File: src/rtl/counter_pkg.sv
// Shared definitions for the up/down modulo counter and its prescaler.
package counter_pkg;

  localparam logic DIR_UP   = 1'b1;
  localparam logic DIR_DOWN = 1'b0;

  function automatic int clog2(input int value);
    int result;
    result = 0;
    for (int i = 0; i < 32; i++) begin
      if ((32'd1 << i) < value) begin
        result = i + 1;
      end else begin
        result = result;
      end
    end
    return result;
  endfunction

endpackage

File: src/rtl/tick_prescaler.sv
// Clock-enable divider: emits one tick every DIV enabled cycles; clr restarts the phase.
module tick_prescaler
  import counter_pkg::*;
#(
  parameter int DIV = 1
) (
  input  logic clk,
  input  logic resetn,
  input  logic en,
  input  logic clr,
  output logic tick
);

  // DIV=1 still needs a 1-bit phase register, which then simply stays at zero.
  localparam int PW = (clog2(DIV) < 1) ? 1 : clog2(DIV);
  localparam logic [PW-1:0] LAST = PW'(DIV - 1);

  logic [PW-1:0] r_pcnt;

  // Phase counter advances only while enabled and rolls over at DIV-1.
  always_ff @(posedge clk or negedge resetn) begin
    if (!resetn) begin
      r_pcnt <= '0;
    end else if (clr) begin
      r_pcnt <= '0;
    end else if (en) begin
      if (r_pcnt == LAST) begin
        r_pcnt <= '0;
      end else begin
        r_pcnt <= r_pcnt + PW'(1'b1);
      end
    end else begin
      r_pcnt <= r_pcnt;
    end
  end

  assign tick = en && (r_pcnt == LAST);

endmodule

File: src/rtl/updown_mod_counter.sv
// Up/down counter over 0..MAX with parallel load, wrap or saturate ends,
// a prescaled step enable, a terminal-count flag and a registered wrap pulse.
module updown_mod_counter
  import counter_pkg::*;
#(
  parameter int               WIDTH    = 4,
  parameter logic [WIDTH-1:0] MAX      = {WIDTH{1'b1}},
  parameter int               DIV      = 1,
  parameter bit               SATURATE = 1'b0
) (
  input  logic             clk,
  input  logic             resetn,
  input  logic             en,
  input  logic             up,
  input  logic             load,
  input  logic [WIDTH-1:0] load_val,
  output logic [WIDTH-1:0] q,
  output logic             tc,
  output logic             wrap
);

  localparam logic [WIDTH-1:0] ZERO = '0;
  localparam logic [WIDTH-1:0] ONE  = WIDTH'(1'b1);

  logic             w_tick;
  logic [WIDTH-1:0] r_q;
  logic [WIDTH-1:0] w_q_next;
  logic             r_wrap;
  logic             w_wrap_next;

  tick_prescaler #(
    .DIV (DIV)
  ) u_prescaler (
    .clk    (clk),
    .resetn (resetn),
    .en     (en),
    .clr    (load),
    .tick   (w_tick)
  );

  // Next count: load beats step beats hold; a value above MAX counts as MAX going up.
  always_comb begin
    w_q_next    = r_q;
    w_wrap_next = 1'b0;
    if (load) begin
      w_q_next = (load_val > MAX) ? MAX : load_val;
    end else if (w_tick) begin
      if (up == DIR_UP) begin
        if (r_q < MAX) begin
          w_q_next = r_q + ONE;
        end else if (SATURATE) begin
          w_q_next = MAX;
        end else begin
          w_q_next    = ZERO;
          w_wrap_next = 1'b1;
        end
      end else begin
        if (r_q != ZERO) begin
          w_q_next = r_q - ONE;
        end else if (SATURATE) begin
          w_q_next = ZERO;
        end else begin
          w_q_next    = MAX;
          w_wrap_next = 1'b1;
        end
      end
    end else begin
      w_q_next = r_q;
    end
  end

  // Count and wrap-pulse registers.
  always_ff @(posedge clk or negedge resetn) begin
    if (!resetn) begin
      r_q    <= ZERO;
      r_wrap <= 1'b0;
    end else begin
      r_q    <= w_q_next;
      r_wrap <= w_wrap_next;
    end
  end

  assign q    = r_q;
  assign wrap = r_wrap;
  assign tc   = ((up == DIR_UP) && (r_q == MAX)) || ((up == DIR_DOWN) && (r_q == ZERO));

endmodule

File: config.mk
export PLATFORM = sky130hd
export DESIGN_NAME = updown_mod_counter
export DESIGN_NICKNAME = d
export VERILOG_FILES = /design/src/rtl/counter_pkg.sv /design/src/rtl/tick_prescaler.sv /design/src/rtl/updown_mod_counter.sv
export SDC_FILE = /design/constraint.sdc
export NUM_CORES = 1
export LEC_CHECK = 0
export CAP_MARGIN = 20
export CORE_AREA = 5 5 42 44
export DETAILED_ROUTE_END_ITERATION = 7
export DIE_AREA = 0 0 47 49
export PLACE_DENSITY = 0.54
export SYNTH_ARGS = -nofsm -noshare
export SYNTH_HDL_FRONTEND = slang
export SYNTH_HIERARCHICAL = 1
export SYNTH_SLANG_ARGS = --single-unit
File: constraint.sdc
create_clock -name clk -period 1.44 [get_ports clk]
set_input_delay 0.432 -clock clk [delete_from_list [all_inputs] [get_ports clk]]
set_output_delay 0.432 -clock clk [all_outputs]
set_load 0.03 [all_outputs]
==> summary.txt, run 1 <==
Global route
  – Vias in the first global route: about 430
  – Global Route Usage Sum: a little over a tenth
  – Grt ovf: 0
  – Grt met1 use: a little under a tenth
  – GR Layer Usage met2: between 15 and 20%
  – Initial antenna violation count: 0
  – Global route hottest layer: met2
  – Pin count of the biggest net entering global routing: 6
  – Met3 usage: 7.75%
  – First-pass GRT wire length: around 1700 microns

Final layout
  – Final instance area: between 600 and 700 sq um
  – Area grow syn2layout: 93.7%
  – Fin nets: 85
  – Fin util: about half
  – Number of diodes: 0
  – Non-filler cells, final: between 80 and 90
  – Layout cells sized above 1: 47.9%

Placement
  – Post-Place Worst Slack: -454 ps
  – Placement Cell Area: about 630 sq um
  – Port Buffer Count: 14
  – RePlAce Congestion: about 0.73
  – Placed cells: a little over 80

Floorplanning
  – Core box area: around 0.0014 sq mm
  – Row Count: 14
  – Ports: 15
  – Full die area: roughly 0.0023 sq mm
  – Initial Util: 25.7%
  – Die Width: between 40 and 50 microns
  – Vert. Die Dim: slightly below 50 microns

Logic synthesis
  – Synth area leaders: dfrtp_1, xnor2_1, ha_1
  – Post-synth net total: 51
  – Post-synthesis register bit count: 5
  – EDFF count, synth: 0
  – Yosys top cell area share: between 30% and 40%
  – Yosys synthesis warning count: 6
  – Netlist cell types: 21
  – Largest area contributor in the netlist: dfrtp_1
  – Mapped Area: around 360 sq um
  – Gate count after technology mapping: 40
  – Average cell area after synthesis: about 9.0 sq um
  – Part of the Yosys area used for sequential elements: 34.7%
  – Top_reg_cell synth: dfrtp_1
  – Async SR Flop Fraction: 100%

Worst setup path
  – Flop2flop setup slack: -100 ps
  – R2R depth: 9
  – Reg2Reg Capture Point: q[2]
  – Worst endpoint required time: between 1000 and 1500 ps
  – CP max-delay cell: dfrtp_2
  – Setup CP Type: flop to primary output
  – Crit path capture type: primary output
  – Cell chain of the critical path: inv_2 > ha_4 > nand2b_4 > o31ai_4 > buf_6
  – CP max FO: 3
  – CP startpoint kind: flop
  – Worst path max stage delay: approximately 420 ps
  – Crit path buf inv count: 2
  – Reg-to-reg critical path startpoint: q[0]
  – CP delay by family, top: flip-flops
  – Arrival time worst endpoint: between 1000 and 1500 ps

Detailed routing
  – Initial DRT Pass Iterations: 4
  – Via count: between 400 and 500
  – DR iter-0 viols: 7
  – Routed wire length: 1070 microns
  – Post-detailed-route count of antenna-violating nets: 0
  – DRC: 0
  – WL/cell: approximately 12 microns
  – Detail-routed via count per cell: between 4 and 5

Clock network
  – Clk sinks: 5
  – CTS tree: built
  – Clock buffer depth: 2
  – Worst-Skew Late Latency: 240 ps
  – CTS clk-pin slew, worst paths: roughly 50 ps
  – Total CTS buffers: 3
  – CTS Root Buffer Type: clkbuf_4
  – Hold Buf Count CTS: 0
  – Max H-tree Level: 1

Outcome
  – Failing checks: negative setup slack
  – Status: complete, but fails checks

Timing
  – Slew margin rel.: between 80% and 90%
  – Fin. Hold Viols: 0
  – Setup Skew: around 3.3 ps
  – Final Max Slew Viols: 0
  – Final setup viols: 2
  – F_max: around 570 MHz
  – RSZ-0062 raised after global routing: yes
  – Fin crit share: 122%
  – Post-layout min period: 1760 ps
  – Sum Neg Setup Slack: -411 ps
  – Fin worst setup slack: -316 ps
  – Slew @ Worst Pin: between 200 and 300 ps

Run
  – Max-Cap Viols: 0

Power and ir drop
  – Power Density: around 950 mW/mm^2
  – Static Leakage: around 0.32 nW
  – VDD IR max: 0.554 mV

Hold path
  – HP Class: primary input to asynchronous set/reset pin
[area by class of cell]
cell class,instances,area (sq um)
fill,148,703
tap,16,20.0
timing repair buffer,31,268
inverter,3,11.3
sequential,5,128
multi-input combinational,30,245
clock buffer,4,26.3
[worst reg2reg max path, cell delays in order (launching register included)]
cell and delay (ps):
dfrtp_2 420, inv_2 90, ha_4 160, nand2b_4 60, buf_4 130, buf_6 100, buf_4 120, a21boi_2 140
xnor2_1 130, o21ai_1 80
[through the flow]
stage,total power [W],hold slack (ps)
6_report,0.000663,416
3_3_place_gp,0.000463,658
2_1_floorplan,0.000334,136
3_5_place_dp,0.000469,661
4_1_cts,0.000648,414
5_1_grt,0.000702,441
[cell families after synthesis]
| group | after synthesis | share of synthesized area (%) |
|---|---|---|
| AOI/OAI and AO/OA | 12 | 24.3 |
| and+or+nand+nor | 12 | 17.7 |
| buffers and inverters | 5 | 6.25 |
| DFF | 5 | 34.7 |
| xor gates and xnor gates | 3 | 7.29 |
| adders and majority gates | 2 | 6.94 |
| muxes | 1 | 2.78 |
[cell usage after synthesis, types with 2 or more instances]
cell      number
xnor2_1        3
a21oi_1        2
nand2b_1       3
nand4_1        2
o21ai_0        4
dfrtp_1        5
o31ai_2        2
nand2_1        4
inv_1          2
ha_1           2
[power breakdown]
| part | internal [W] | leakage [nW] | switching, W |
|---|---|---|---|
| Sequential | 0.000158 | 0.0599 | 0.0000209 |
| Combinational | 0.000172 | 0.241 | 0.000146 |
| Clock | 0.000105 | 0.0150 | 0.0000603 |
| Total | 0.000436 | 0.316 | 0.000227 |
[registers in the layout, indices dropped and copies added (netlist names)]
register	flops
q	4
wrap	1
[placed cells by master, fill, tap and decap left out, types with 2 or more instances in the layout]
cell type,netlist,layout
dfrtp_2,0,2
o21ai_0,4,4
xnor2_1,3,3
dfrtp_1,5,3
clkdlybuf4s50_1,0,7
nand2_1,4,4
buf_4,1,18
buf_6,0,4
clkbuf_4,0,3
nand4_1,2,2
inv_2,1,2
dlygate4sd2_1,0,2
nand2b_1,3,2
[repair_timing]
action                                  4_1_cts  5_1_grt
resized for setup                             3        4
endpoints found under the setup margin        2        5
cloned                                        0        0
pin swaps                                     2        3
setup buffers                                 2        2
[metal layers]
layer / up-vias / wire length, microns
li1: 206 / -
met1: 205 / 416
met2: 13 / 566
met3: 0 / 89
met4: 0 / 0
met5: - / 0
[worst max path at each step]
stage | from | end | depth (start not counted)
after floorplan | q[1] | tc | 4
after global placement | up | tc | 4
after detailed placement | up | tc | 4
after CTS | q[0] | tc | 5
after global routing | q[0] | tc | 5
final | q[0] | tc | 5
Note: power is estimated with default switching activity, not from simulation.
==> run 2, diff against run 1 <==
--- a/config.mk
+++ b/config.mk
@@ -7,10 +7,10 @@
 export LEC_CHECK = 0
 export CAP_MARGIN = 20
 export CORE_AREA = 5 5 42 44
+export CTS_BUF_LIST = sky130_fd_sc_hd__clkbuf_8
 export DETAILED_ROUTE_END_ITERATION = 7
 export DIE_AREA = 0 0 47 49
-export PLACE_DENSITY = 0.54
+export PLACE_DENSITY = 0.55
 export SYNTH_ARGS = -nofsm -noshare
 export SYNTH_HDL_FRONTEND = slang
-export SYNTH_HIERARCHICAL = 1
 export SYNTH_SLANG_ARGS = --single-unit
==> summary.txt, run 2 <==
Clock network
  – Hold Buf Count CTS: 0 (unchanged)
  – CTS clk-pin slew, worst paths: 30 ps (-20 ps)
  – Clock buffer depth: 2 (unchanged)
  – Total CTS buffers: 3 (unchanged)
  – CTS tree: built
  – Worst-Skew Late Latency: 220 ps (-20 ps)
  – Clk sinks: 5 (unchanged)
  – Max H-tree Level: 1 (unchanged)
  – CTS Root Buffer Type: clkbuf_8

Worst setup path
  – Crit path capture type: primary output
  – Setup CP Type: flop to primary output
  – R2R depth: 8 (-1)
  – CP max-delay cell: or4b_4
  – Cell chain of the critical path: inv_2 > ha_4 > or4b_4 > nand2_4 > buf_6
  – CP max FO: 2 (-1)
  – CP startpoint kind: flop
  – Arrival time worst endpoint: 1530 ps (+210 ps)
  – Flop2flop setup slack: -270 ps (-170 ps)
  – Worst path max stage delay: 480 ps (+60 ps)
  – Reg-to-reg critical path startpoint: q[0]
  – Worst endpoint required time: 1010 ps (about the same)
  – Crit path buf inv count: 2 (unchanged)
  – CP delay by family, top: simple AND/OR/NAND/NOR gates
  – Reg2Reg Capture Point: q[3]

Timing
  – Slew margin rel.: 84.3% (+4.2 points)
  – Post-layout min period: 1960 ps (+203 ps)
  – Slew @ Worst Pin: 235 ps (-64.9 ps)
  – Fin. Hold Viols: 0 (unchanged)
  – Final setup viols: 4 (+2)
  – F_max: 511 MHz (-10%)
  – Fin crit share: 136% (+14 points)
  – Fin worst setup slack: -518 ps (-203 ps)
  – Final Max Slew Viols: 0 (unchanged)
  – RSZ-0062 raised after global routing: yes
  – Sum Neg Setup Slack: -1230 ps (-817 ps)
  – Setup Skew: 0.928 ps (-2.34 ps)

Placement
  – Placed cells: 78 (-3.7%)
  – Port Buffer Count: 14 (unchanged)
  – RePlAce Congestion: 0.748 (+2.9%)
  – Post-Place Worst Slack: -621 ps (-168 ps)
  – Detail Placement HPWL: ~820 microns

Hold path
  – HP Class: primary input to asynchronous set/reset pin

Floorplanning
  – Ports: 15 (unchanged)
  – Full die area: 0.00230 sq mm (unchanged)
  – Die Width: 47 microns (unchanged)
  – Core box area: 0.00140 sq mm (unchanged)
  – Vert. Die Dim: 49 microns (unchanged)
  – Initial Util: 26.9% (+1.2 points)
  – Row Count: 14 (unchanged)

Logic synthesis
  – Mapped Area: 377 sq um (+4.5%)
  – Most frequent cells after synthesis: nand2_1, dfrtp_1, inv_1, xnor2_1
  – Netlist cell types: 22 (+4.8%)
  – Post-synthesis register bit count: 5 (unchanged)
  – Synth area leaders: dfrtp_1, xnor2_1, ha_1
  – EDFF count, synth: 0 (unchanged)
  – Yosys top cell area share: 33.2% (-1.5 points)
  – Top_reg_cell synth: dfrtp_1
  – Largest area contributor in the netlist: dfrtp_1
  – Cell with the most instances after synthesis: nand2_1
  – Average cell area after synthesis: 9.42 sq um (+4.5%)
  – Gate count after technology mapping: 40 (unchanged)
  – Async SR Flop Fraction: 100% (unchanged)
  – Yosys synthesis warning count: 0 (-6)
  – Part of the Yosys area used for sequential elements: 33.2% (-1.5 points)
  – Post-synth net total: 51 (unchanged)

Detailed routing
  – Post-detailed-route count of antenna-violating nets: 0 (unchanged)
  – DR iter-0 viols: 1 (-6)
  – Detail-routed via count per cell: 4.59 (-3.6%)
  – Initial DRT Pass Iterations: 2 (-2)
  – WL/cell: 12.5 microns (+3.4%)
  – Via count: 395 (-6.8%)
  – Routed wire length: 1070 microns (about the same)
  – DRC: 0 (unchanged)

Global route
  – First-pass GRT wire length: 1890 microns (+12%)
  – Pin count of the biggest net entering global routing: 9 (+3)
  – Grt met1 use: 13.5% (+4.0 points)
  – GR Layer Usage met2: 18.3% (+1.6 points)
  – Grt ovf: 0 (unchanged)
  – Met3 usage: 2.21% (-5.5 points)
  – Initial antenna violation count: 0 (unchanged)
  – Global Route Usage Sum: 11.5% (+1.1 points)
  – Vias in the first global route: 445 (+2.5%)
  – Global route hottest layer: met2

Final layout
  – Commonest non-fill, non-tap cell in the layout: buf_4
  – Layout cells sized above 1: 45.7% (-2.2 points)
  – Fin nets: 82 (-3.5%)
  – Number of diodes: 0 (unchanged)
  – Non-filler cells, final: 86 (-3.4%)
  – Fin util: 50.1% (+0.27 points)
  – Area grow syn2layout: 86.4%
  – Fill cells: 141 (-4.7%)
  – Max FFs per register: 4 (unchanged)
  – Most frequent cells in the layout: buf_4, clkdlybuf4s50_1, nand2_1, buf_6

Outcome
  – Status: complete, but fails checks
  – Failing checks: negative setup slack

Power and ir drop
  – Static Leakage: 0.331 nW (+4.8%)
  – Power Density: 1070 mW/mm^2 (+12%)
  – VDD IR max: 0.614 mV (+11%)

Run
  – Max-Cap Viols: 0 (unchanged)
==> run 2: cell count changes after synthesis, sizes merged, moves of 2 or more <==
cell / previous run / this run
nand2b: 3 / 0
mux2: 0 / 3
o31ai: 2 / 0
nand2: 4 / 6
==> run 2: what timing repair did <==
| item | in CTS | in global routing |
|---|---|---|
| pin swaps | 3 | 4 |
| gates cloned | 0 | 0 |
| buffers inserted | 2 | 2 |
| endpoints found under the setup margin | 5 | 5 |
| resized for setup | 5 | 2 |
==> run 2: cells by family after synthesis <==
logic type	synth area share [%]
and+or+nand+nor	23.6
AOI/OAI and AO/OA	12.0
DFF	33.2
buffers and inverters	5.98
muxes	11.6
xor gates and xnor gates	6.98
adders and majority gates	6.64
==> run 2: worst reg2reg max path: stages, from the launching register on <==
cell and delay [ps]:
dfrtp_2 400, inv_2 80, ha_4 130, or4b_4 480, buf_4 160, buf_6 100, nor2b_4 110, o21ai_1 70
a211o_1 130
==> run 2: layout make-up <==
type | instances | area [sq um] | share of cell area [%]
Sequential cell | 5 | 128 | 18.2
Multi-Input combinational cell | 31 | 262 | 37.3
Timing Repair Buffer | 27 | 236 | 33.7
Inverter | 3 | 11.3 | 1.60
Tap cell | 16 | 20.0 | 2.85
Clock inverter | 1 | 3.75 | 0.535
Clock buffer | 3 | 41.3 | 5.88
==> run 2: metrics by stage <==
| step | area [sq um] | hold WS [ps] | power [W] |
|---|---|---|---|
| 2_1_floorplan | 399 | 136 | 0.000341 |
| 3_3_place_gp | 601 | 672 | 0.000467 |
| 3_5_place_dp | 601 | 681 | 0.000469 |
| 4_1_cts | 679 | 445 | 0.000743 |
| 5_1_grt | 702 | 445 | 0.000802 |
| 6_report | 702 | 439 | 0.000748 |
==> run 2: worst max-delay path by stage <==
| stage | to | slack, ps | startpoint | cells past startpoint |
|---|---|---|---|---|
| after global routing | tc | -570 | q[0] | 5 |
| after detailed placement | tc | -620 | up | 4 |
| after CTS | tc | -500 | q[0] | 5 |
| final | tc | -520 | q[0] | 5 |
| after global placement | tc | -630 | up | 4 |
| after floorplan | tc | -300 | q[1] | 4 |
==> run 2: where the power goes <==
group | switching [W] | internal (W) | total, W
sequential | 0.0000125 | 0.000162 | 0.000174
combinational | 0.000157 | 0.000168 | 0.000325
clock | 0.0000664 | 0.000183 | 0.000249
total | 0.000236 | 0.000512 | 0.000748
==> run 2: metal layers <==
layer | up-vias | wire [microns]
li1 | 200 | -
met1 | 183 | 443
met2 | 10 | 567
met3 | 2 | 43
met4 | 0 | 16
met5 | - | 0
==> run 3, diff against run 2 <==
--- a/config.mk
+++ b/config.mk
@@ -10,6 +10,7 @@
 export CTS_BUF_LIST = sky130_fd_sc_hd__clkbuf_8
 export DETAILED_ROUTE_END_ITERATION = 7
 export DIE_AREA = 0 0 47 49
+export GPL_ROUTABILITY_DRIVEN = 0
 export PLACE_DENSITY = 0.55
 export SYNTH_ARGS = -nofsm -noshare
 export SYNTH_HDL_FRONTEND = slang
==> constraint.sdc (replaced) <==
create_clock -name clk -period 1.44 [get_ports clk]
set_input_delay 0.432 -clock clk [delete_from_list [all_inputs] [get_ports clk]]
set_output_delay 0.432 -clock clk [all_outputs]
set_load 0.01 [all_outputs]
==> summary.txt, run 3 (synthesized netlist as in run 2, its figures left out) <==
Worst setup path
  – Crit path to: tc
  – Setup CP Type: flop to primary output
  – R2R depth: 8 (unchanged)
  – Crit path capture type: primary output
  – Crit path launch: q[1]
  – Arrival time worst endpoint: 1470 ps (-60 ps)
  – Reg2Reg Capture Point: q[3]
  – Worst endpoint required time: 1010 ps (about the same)
  – CP startpoint kind: flop
  – CP max FO: 2 (unchanged)
  – Flop2flop setup slack: -250 ps (+20 ps)
  – Reg-to-reg critical path startpoint: q[1]

Placement
  – Placement Cell Area: 611 sq um (+1.7%)
  – Port Buffer Count: 14 (unchanged)
  – Detail Placement HPWL: 798 microns (-2.9%)

Final layout
  – Fin nets: 81 (-1.2%)
  – Number of diodes: 0 (unchanged)
  – Layout cells sized above 1: 44.9% (-0.79 points)
  – Most frequent cells in the layout: buf_4, clkdlybuf4s50_1, nand2_1, clkbuf_2
  – Commonest non-fill, non-tap cell in the layout: buf_4
  – Final instance area: 672 sq um (-4.3%)
  – Fill cells: 151 (+7.1%)
  – Max FFs per register: 4 (unchanged)
  – Area grow syn2layout: 78.4%

Timing
  – Final setup viols: 4 (unchanged)
  – Hold slack: 439 ps (-0.418 ps)
  – Post-layout min period: 1900 ps (-59.7 ps)
  – Setup Skew: 0.0983 ps (-0.830 ps)
  – F_max: 527 MHz (+3.1%)
  – Slew @ Worst Pin: 232 ps (-2.61 ps)
  – Fin crit share: 132% (-4.1 points)
  – Fin worst setup slack: -458 ps (+59.7 ps)
  – Slew margin rel.: 84.5% (+0.17 points)
  – RSZ-0062 raised after global routing: yes
  – Final Max Slew Viols: 0 (unchanged)
  – Fin. Hold Viols: 0 (unchanged)

Power and ir drop
  – Pwr Total: 0.000683 W (-8.7%)
  – VDD IR max: 0.595 mV (-3.2%)
  – Static Leakage: 0.324 nW (-2.0%)
  – Power Density: 1020 mW/mm^2 (-4.6%)

Clock network
  – Clock buffer depth: 2 (unchanged)
  – Hold Buf Count CTS: 0 (unchanged)
  – CTS tree: built
  – Total CTS buffers: 3 (unchanged)
  – Worst-Skew Late Latency: 220 ps (about the same)
  – Clk sinks: 5 (unchanged)
  – CTS clk-pin slew, worst paths: 30 ps (about the same)
  – Max H-tree Level: 1 (unchanged)
  – CTS Root Buffer Type: clkbuf_8

Outcome
  – Failing checks: negative setup slack
  – Status: complete, but fails checks

Floorplanning
  – Die Width: 47 microns (unchanged)
  – Initial Util: 26.9% (unchanged)
  – Core box area: 0.00140 sq mm (unchanged)
  – Ports: 15 (unchanged)
  – Full die area: 0.00230 sq mm (unchanged)
  – Vert. Die Dim: 49 microns (unchanged)
  – Row Count: 14 (unchanged)

Detailed routing
  – Routed wire length: 981 microns (-8.4%)
  – WL/cell: 11.5 microns (-7.3%)
  – Via count: 392 (-0.76%)
  – Post-detailed-route count of antenna-violating nets: 0 (unchanged)
  – DR iter-0 viols: 2 (+1)
  – Detail-routed via count per cell: 4.61 (+0.41%)
  – DRC: 0 (unchanged)
  – Initial DRT Pass Iterations: 4 (+2)

Global route
  – Initial antenna violation count: 0 (unchanged)
  – Vias in the first global route: 425 (-4.5%)
  – Pin count of the biggest net entering global routing: 9 (unchanged)
  – First-pass GRT wire length: 1770 microns (-6.6%)
  – Grt ovf: 0 (unchanged)
  – Global Route Usage Sum: 10.6% (-0.85 points)

Run
  – Max-Cap Viols: 0 (unchanged)

Hold path
  – HP Class: primary input to asynchronous set/reset pin
==> run 3: cell type report <==
class	instances	area [sq um]	share of cell area [%]
inverter	3	11.3	1.68
timing repair buffer	26	213	31.7
clock inverter	1	3.75	0.559
clock buffer	3	41.3	6.15
sequential	5	128	19.0
multi-input combinational	31	255	38.0
tap	16	20.0	2.98
==> run 3: power by group <==
group	internal (W)	switching, W	leakage, nW
combinational	0.000146	0.000117	0.238
sequential	0.000162	0.0000117	0.0594
clock	0.000182	0.0000643	0.0269
==> run 3: how the worst min path moves through the flow <==
stage	slack, ps	start	endpoint
6_report	440	resetn	q[2]
4_1_cts	440	resetn	q[2]
3_5_place_dp	680	resetn	q[3]
2_1_floorplan	140	resetn	q[0]
5_1_grt	440	resetn	q[3]
3_3_place_gp	670	resetn	q[3]
==> run 3: stage by stage <==
step / utilization (%) / std cells / TNS, ps / setup WS (ps)
final: 47.9 / 85 / -1130 / -458
after global routing: 47.9 / 85 / -1380 / -505
after CTS: 49.4 / 85 / -1200 / -486
after detailed placement: 43.6 / 79 / -2770 / -990
after global placement: 43.6 / 79 / -2790 / -988
after floorplan: - / 40 / -302 / -200
==> run 3: what timing repair did <==
| action | CTS | global route |
|---|---|---|
| resized for setup | 22 | 4 |
| buffers inserted | 2 | 0 |
| hold endpoints to repair | 0 | 0 |
| pin swaps | 5 | 2 |
| setup endpoints to repair | 10 | 9 |
==> run 3: worst max-delay path, cell delays in order, from the launching register on <==
cell     delay [ps]
dfrtp_2         390
inv_2            80
ha_4            130
or4b_4          470
nand2_4          80
buf_6           100
==> run 3: per-layer routing <==
metal  routed length, microns  share of wire [%]  track usage (%)
met3                       56                5.7             2.95
met2                      505                 51             16.3
met1                      402                 41             12.4
met4                       15                1.5             6.91
met5                        0                  0                0
